**src/rtl/branch_exec.sv**
```systemverilog
// Branch execution unit: resolves the single buffered conditional branch once both operands are ready,
// pulses done/flush and holds a redirect to fetch until it is acknowledged.
// Opcodes: BEQ=0 BNE=1 BLT=2 BGE=3 BLTU=4 BGEU=5, anything else never taken. Tag value 0 means UNLOCKED.
module branch_exec #(
    parameter int ADDR_W = 32,
    parameter int WORD_W = 32,
    parameter int TAG_W  = 4
) (
    input  logic              clk,
    input  logic              rst,
    input  logic              rdy,
    input  logic              branch_busy_in,
    input  logic [2:0]        branch_op_in,
    input  logic [TAG_W-1:0]  branch_tagx_in,
    input  logic [TAG_W-1:0]  branch_tagy_in,
    input  logic [WORD_W-1:0] branch_datax_in,
    input  logic [WORD_W-1:0] branch_datay_in,
    input  logic [ADDR_W-1:0] pc_in,
    input  logic [WORD_W-1:0] branch_offset_in,
    output logic              done_out,
    output logic              jump_valid_out,
    output logic [ADDR_W-1:0] jump_pc_out,
    input  logic              jump_ack_in,
    output logic              flush_out,
    output logic [31:0]       branch_cnt_out,
    output logic [31:0]       taken_cnt_out
);

    localparam logic [1:0] S_IDLE     = 2'd0;
    localparam logic [1:0] S_EVAL     = 2'd1;
    localparam logic [1:0] S_REDIRECT = 2'd2;

    localparam logic [2:0] OP_BEQ  = 3'd0;
    localparam logic [2:0] OP_BNE  = 3'd1;
    localparam logic [2:0] OP_BLT  = 3'd2;
    localparam logic [2:0] OP_BGE  = 3'd3;
    localparam logic [2:0] OP_BLTU = 3'd4;
    localparam logic [2:0] OP_BGEU = 3'd5;

    localparam logic [TAG_W-1:0] UNLOCKED = '0;

    function automatic logic branch_taken(input logic [2:0] op,
                                          input logic [WORD_W-1:0] x,
                                          input logic [WORD_W-1:0] y);
        logic signed [WORD_W-1:0] sx;
        logic signed [WORD_W-1:0] sy;
        sx = x;
        sy = y;
        case (op)
            OP_BEQ:  return x == y;
            OP_BNE:  return x != y;
            OP_BLT:  return sx < sy;
            OP_BGE:  return sx >= sy;
            OP_BLTU: return x < y;
            OP_BGEU: return x >= y;
            default: return 1'b0;
        endcase
    endfunction

    logic [1:0]        state_q, state_d;
    logic [2:0]        op_q, op_d;
    logic [WORD_W-1:0] x_q, x_d;
    logic [WORD_W-1:0] y_q, y_d;
    logic [ADDR_W-1:0] jump_pc_q, jump_pc_d;
    logic [31:0]       branch_cnt_q, branch_cnt_d;
    logic [31:0]       taken_cnt_q, taken_cnt_d;
    logic              taken;
    logic [ADDR_W-1:0] offset_ext;

    assign offset_ext = ADDR_W'($signed(branch_offset_in));
    assign taken      = branch_taken(op_q, x_q, y_q);

    // Outputs decode from state so that rdy=0 freezes (and stretches) them for free.
    assign done_out       = (state_q == S_EVAL);
    assign flush_out      = done_out && taken;
    assign jump_valid_out = flush_out || (state_q == S_REDIRECT);
    assign jump_pc_out    = jump_pc_q;
    assign branch_cnt_out = branch_cnt_q;
    assign taken_cnt_out  = taken_cnt_q;

    always_comb begin
        state_d      = state_q;
        op_d         = op_q;
        x_d          = x_q;
        y_d          = y_q;
        jump_pc_d    = jump_pc_q;
        branch_cnt_d = branch_cnt_q;
        taken_cnt_d  = taken_cnt_q;
        if (rdy) begin
            case (state_q)
                S_IDLE: begin
                    if (branch_busy_in && branch_tagx_in == UNLOCKED && branch_tagy_in == UNLOCKED) begin
                        op_d      = branch_op_in;
                        x_d       = branch_datax_in;
                        y_d       = branch_datay_in;
                        jump_pc_d = pc_in + offset_ext;
                        state_d   = S_EVAL;
                    end
                end
                S_EVAL: begin
                    branch_cnt_d = branch_cnt_q + 32'd1;
                    if (taken) begin
                        taken_cnt_d = taken_cnt_q + 32'd1;
                        state_d     = S_REDIRECT;
                    end else begin
                        state_d = S_IDLE;
                    end
                end
                S_REDIRECT: begin
                    if (jump_ack_in) state_d = S_IDLE;
                end
                default: state_d = S_IDLE;
            endcase
        end
    end

    always_ff @(posedge clk) begin
        if (!rst) begin
            state_q      <= S_IDLE;
            jump_pc_q    <= '0;
            branch_cnt_q <= '0;
            taken_cnt_q  <= '0;
        end else begin
            state_q      <= state_d;
            jump_pc_q    <= jump_pc_d;
            branch_cnt_q <= branch_cnt_d;
            taken_cnt_q  <= taken_cnt_d;
        end
    end

    // Operand latches are only observed in EVAL, after a capture, so they need no reset.
    always_ff @(posedge clk) begin
        op_q <= op_d;
        x_q  <= x_d;
        y_q  <= y_d;
    end

endmodule

```
**config.mk**
```make
export PLATFORM = sky130hd
export DESIGN_NAME = branch_exec
export DESIGN_NICKNAME = d
export VERILOG_FILES = /design/src/rtl/branch_exec.sv
export SDC_FILE = /design/constraint.sdc
export NUM_CORES = 1
export LEC_CHECK = 0
export BUFFER_PORTS_ARGS = -buffer_cell sky130_fd_sc_hd__buf_2
export CAP_MARGIN = 20
export CORE_UTILIZATION = 57
export CTS_CLUSTER_SIZE = 14
export DETAILED_ROUTE_END_ITERATION = 16
export GPL_ROUTABILITY_DRIVEN = 0
export PLACE_DENSITY = 0.86
export SLEW_MARGIN = 20
export SYNTH_ARGS = -nofsm -noshare
export SYNTH_HDL_FRONTEND = slang
export SYNTH_SLANG_ARGS = --single-unit
```
**constraint.sdc**
```tcl
create_clock -name clk -period 12.8 [get_ports clk]
set_clock_uncertainty 0.15 [all_clocks]
set_input_delay 2.56 -clock clk [delete_from_list [all_inputs] [get_ports clk]]
set_output_delay 2.56 -clock clk [all_outputs]
set_load 0.05 [all_outputs]
```
==> impl_metrics.tcl <==
set metrics [dict create \
    synth_edf_count 67 \
    timing_hold_violations_final 0 \
    synth-warning-count 0 \
    dieWidth_um 127 \
    power.share.combinational_pct 9.7 \
    timing.rr.start "x_q[15]" \
    totalPowerFinal_mw 1.17 \
    finish.net_count 1382 \
    post_drt_via_cell_ratio 5.75 \
    worst_supply_voltage_drop_on_vdd_mv 0.0924 \
    fin_area_mm2 0.0110 \
    final.period_utilization_pct 47.5 \
    worst_hold_path_type "reg2reg" \
    seq_power_share_pct 46.7 \
    avgRoutedWirePerCell_um 16.2 \
    tightest_slew_ns 0.807 \
    worst-path-buf-inv 1 \
    leakagePower_nw 4.80 \
    drv_cap 0 \
    syn_area_per_cell_um2 9.55 \
    grt_max_degree 91 \
    drcViolationCount 0 \
    postSynthNetCount 1150 \
    num-fill-cells 1145 \
    fp.dieH_um 127 \
    ctsHoldBuffers 0 \
    critical_path_start "x_q[15]" \
    final_util_pct 71.9 \
    finalWirelength_um 22600 \
    internal_power_mw 0.894 \
    number_of_drc_markers_after_the_initial_detailed_route_iteration 639 \
    worstSkewPairLatency_ns 0.43 \
    post_synth_inst_count 940 \
    path_cells "ha_1 -> nand4_1 -> nor4_1 -> a21boi_2 -> o21ai_0 -> o21ai_0 -> and3_1 -> nor3_1 -> a21o_1 -> buf_2" \
    multiInputGateArea_mm2 0.00467 \
    cts_post_setup_buffers_inserted 0 \
    cts_repair_resize_count 0 \
    cts_root_buffer "sky130_fd_sc_hd__clkbuf_16" \
    vias_in_the_first_global_route 7546 \
    yosys.cell_types.count 67 \
    worst_slew_margin_rel_pct 46.2 \
    dpl.hpwl_um 16400 \
    cp_top_delay_family "simple AND/OR/NAND/NOR gates" \
    fin_setup_tns_ns 0 \
    global_route_wire_length_before_repair_um 36400 \
    placement.setup.worst_slack_ns 7.15 \
    power.density_cell_area_mw_per_mm2 107 \
    layout.cells.most_common "sky130_fd_sc_hd__buf_2" \
    layout_common_cells "sky130_fd_sc_hd__buf_2, sky130_fd_sc_hd__dfxtp_1, sky130_fd_sc_hd__nand2_1" \
    clock_tree_from_tritoncts "yes" \
    worst_setup_end_kind "output port" \
    finalWorstSetupSlack_ns 6.72 \
    finalMaxSlewViolations 0 \
    seq_area_frac_synth_pct 44.3 \
    crit_path_required_time_ns 10.09 \
    finalWorstPathRequiredPeriod_ns 6.08 \
    synth_async_sr_flop_share_pct 0 \
    outcome "completed" \
    area.sequential_mm2 0.00397 \
    reg2reg_to "taken_cnt_out[31]" \
    area_of_placed_instances_mm2 0.0103 \
    final-setup-viol-count 0 \
    timing.reg2reg.setup_slack_ns 8.92 \
    antenna_left 0 \
    power.share.clock_pct 43.7 \
    placement.io_buffers 242 \
    final_layout_size_suffix_gt1_share_pct 24.7 \
    die_area_mm2 0.0163 \
    cts-root-to-sink-buffers 2 \
    arrival_worst_endpoint_ns 3.37 \
    rsz0062_at_grt "no" \
    critPathSlowestCell "sky130_fd_sc_hd__nor4_1" \
    rows 45 \
    cp_slowest_stage_delay_ns 0.57 \
    sort_of_element_at_the_start_of_the_critical_path "flop" \
    max_clock_freq_mhz 165 \
    path_depth 10 \
    detailroute.via_count 8048 \
    worst-r2r-cell-count 9 \
    global_route.usage.total_pct 28.4 \
    net_switching_power_of_the_design_mw 0.277 \
    postSynthRegisterBits 165 \
    detailedRoute.firstPassIterationCount 5 \
    ys.flop_type "sky130_fd_sc_hd__dfxtp_1" \
    floorplan.initialDensity_pct 58.8 \
    syn_to_final_growth_pct 22.2 \
    clkTransAtPathRegs_ns 0.06 \
    core_region_area_mm2 0.0153 \
    cts.sink_count 165 \
    globalRouteOverflowTotal 0 \
    crit_type "reg2out" \
    htree_num_levels 4 \
    sw_ratio_pct 23.6 \
    grt_antenna_before_repair 5 \
    worst_path_max_fanout 3 \
    io_pins 243 \
    worst_setup_path_endpoint "jump_valid_out" \
    syn-cell-area_mm2 0.00898 \
    cts-buffers-inserted 17 \
    path_common_cell "sky130_fd_sc_hd__o21ai_0" \
]
cells in the mapped netlist, drive strengths merged (3+ instances only):
cell / instances / area (µm²)
a2111oi: 7 / 61.3
a211oi: 12 / 90.1
a21boi: 7 / 56.3
a21o: 30 / 226
a21oi: 83 / 415
and2: 6 / 37.5
and3: 23 / 144
and4: 5 / 43.8
buf: 10 / 63.8
clkbuf: 24 / 90.1
dfxtp: 98 / 1960
edfxtp: 67 / 2010
ha: 65 / 813
inv: 46 / 173
mux2i: 35 / 350
nand2: 93 / 349
nand2b: 35 / 219
nand3: 37 / 190
nand3b: 5 / 37.5
nand4: 30 / 194
nor2: 51 / 191
nor2b: 5 / 31.3
nor3: 14 / 70.1
nor4: 5 / 52.6
o211ai: 7 / 52.6
o21a: 12 / 90.1
o21ai: 33 / 165
o21bai: 3 / 22.5
o31ai: 6 / 45.0
or2: 4 / 25.0
or3: 13 / 81.3
xnor2: 14 / 123
xor2: 23 / 201
worst min-delay path, stage by stage, from the launching register on:
cell                      delay (ns)
sky130_fd_sc_hd__dfxtp_1        0.32
sky130_fd_sc_hd__nand2_1        0.05
sky130_fd_sc_hd__a21oi_1        0.05
logic make-up after synthesis:
| logic type | Yosys count | share of synthesized area [%] |
|---|---|---|
| AND/OR/NAND/NOR | 334 | 19.4 |
| AO/OA/AOI/OAI | 222 | 15.9 |
| flip-flops | 165 | 44.3 |
| buffers and inverters | 81 | 3.68 |
| adder cells (fa/ha/maj) | 66 | 9.28 |
| XOR/XNOR | 37 | 3.61 |
| multiplexers | 35 | 3.90 |
metrics by stage:
stage,hold slack (ns),instances
after floorplan,0.327,940
after global placement,0.292,1363
after detailed placement,0.301,1363
after CTS,0.318,1395
after global routing,0.338,1399
final,0.319,1399
state kept, by name, indices dropped and copies added, names as in the netlist:
| signal | count |
|---|---|
| x_q | 32 |
| state_q | 2 |
| y_q | 32 |
| branch_cnt_out | 32 |
| jump_pc_out | 32 |
| taken_cnt_out | 32 |
| op_q | 3 |
power groups by stage:
stage	clock network [mW]	registers, mW	logic [mW]
after global routing	0.536	0.546	0.127
final	0.511	0.547	0.113
after floorplan	0	0.559	0.0712
after CTS	0.518	0.547	0.112
after global placement	0	0.558	0.108
after detailed placement	0	0.558	0.110
metal layers:
layer	global-route usage, %	wire length (µm)	vias up
li1	-	-	3905
met1	35.0	9350	3752
met2	47.7	10900	330
met3	5.28	1560	59
met4	14.6	786	2
met5	0	13	-
how the worst min path moves through the flow:
stage	to	cells past startpoint	slack [ns]	startpoint
global placement	jump_pc_out[0]	2	0.29	jump_pc_out[0]
finish	jump_pc_out[6]	2	0.32	jump_pc_out[6]
detailed placement	jump_pc_out[16]	2	0.30	jump_pc_out[16]
floorplan	state_q[0]	2	0.33	state_q[0]
CTS	jump_pc_out[16]	2	0.32	jump_pc_out[16]
global route	jump_pc_out[27]	2	0.34	jump_pc_out[27]
area by class of cell:
class	count	area share [%]
Antenna cell	3	0.0685
Clock buffer	20	4.46
Clock inverter	12	1.04
Inverter	47	1.62
Multi-Input combinational cell	694	42.6
Sequential cell	165	36.2
Tap cell	211	2.41
Timing Repair Buffer	247	11.6
Power figures use the tool's default switching activity.
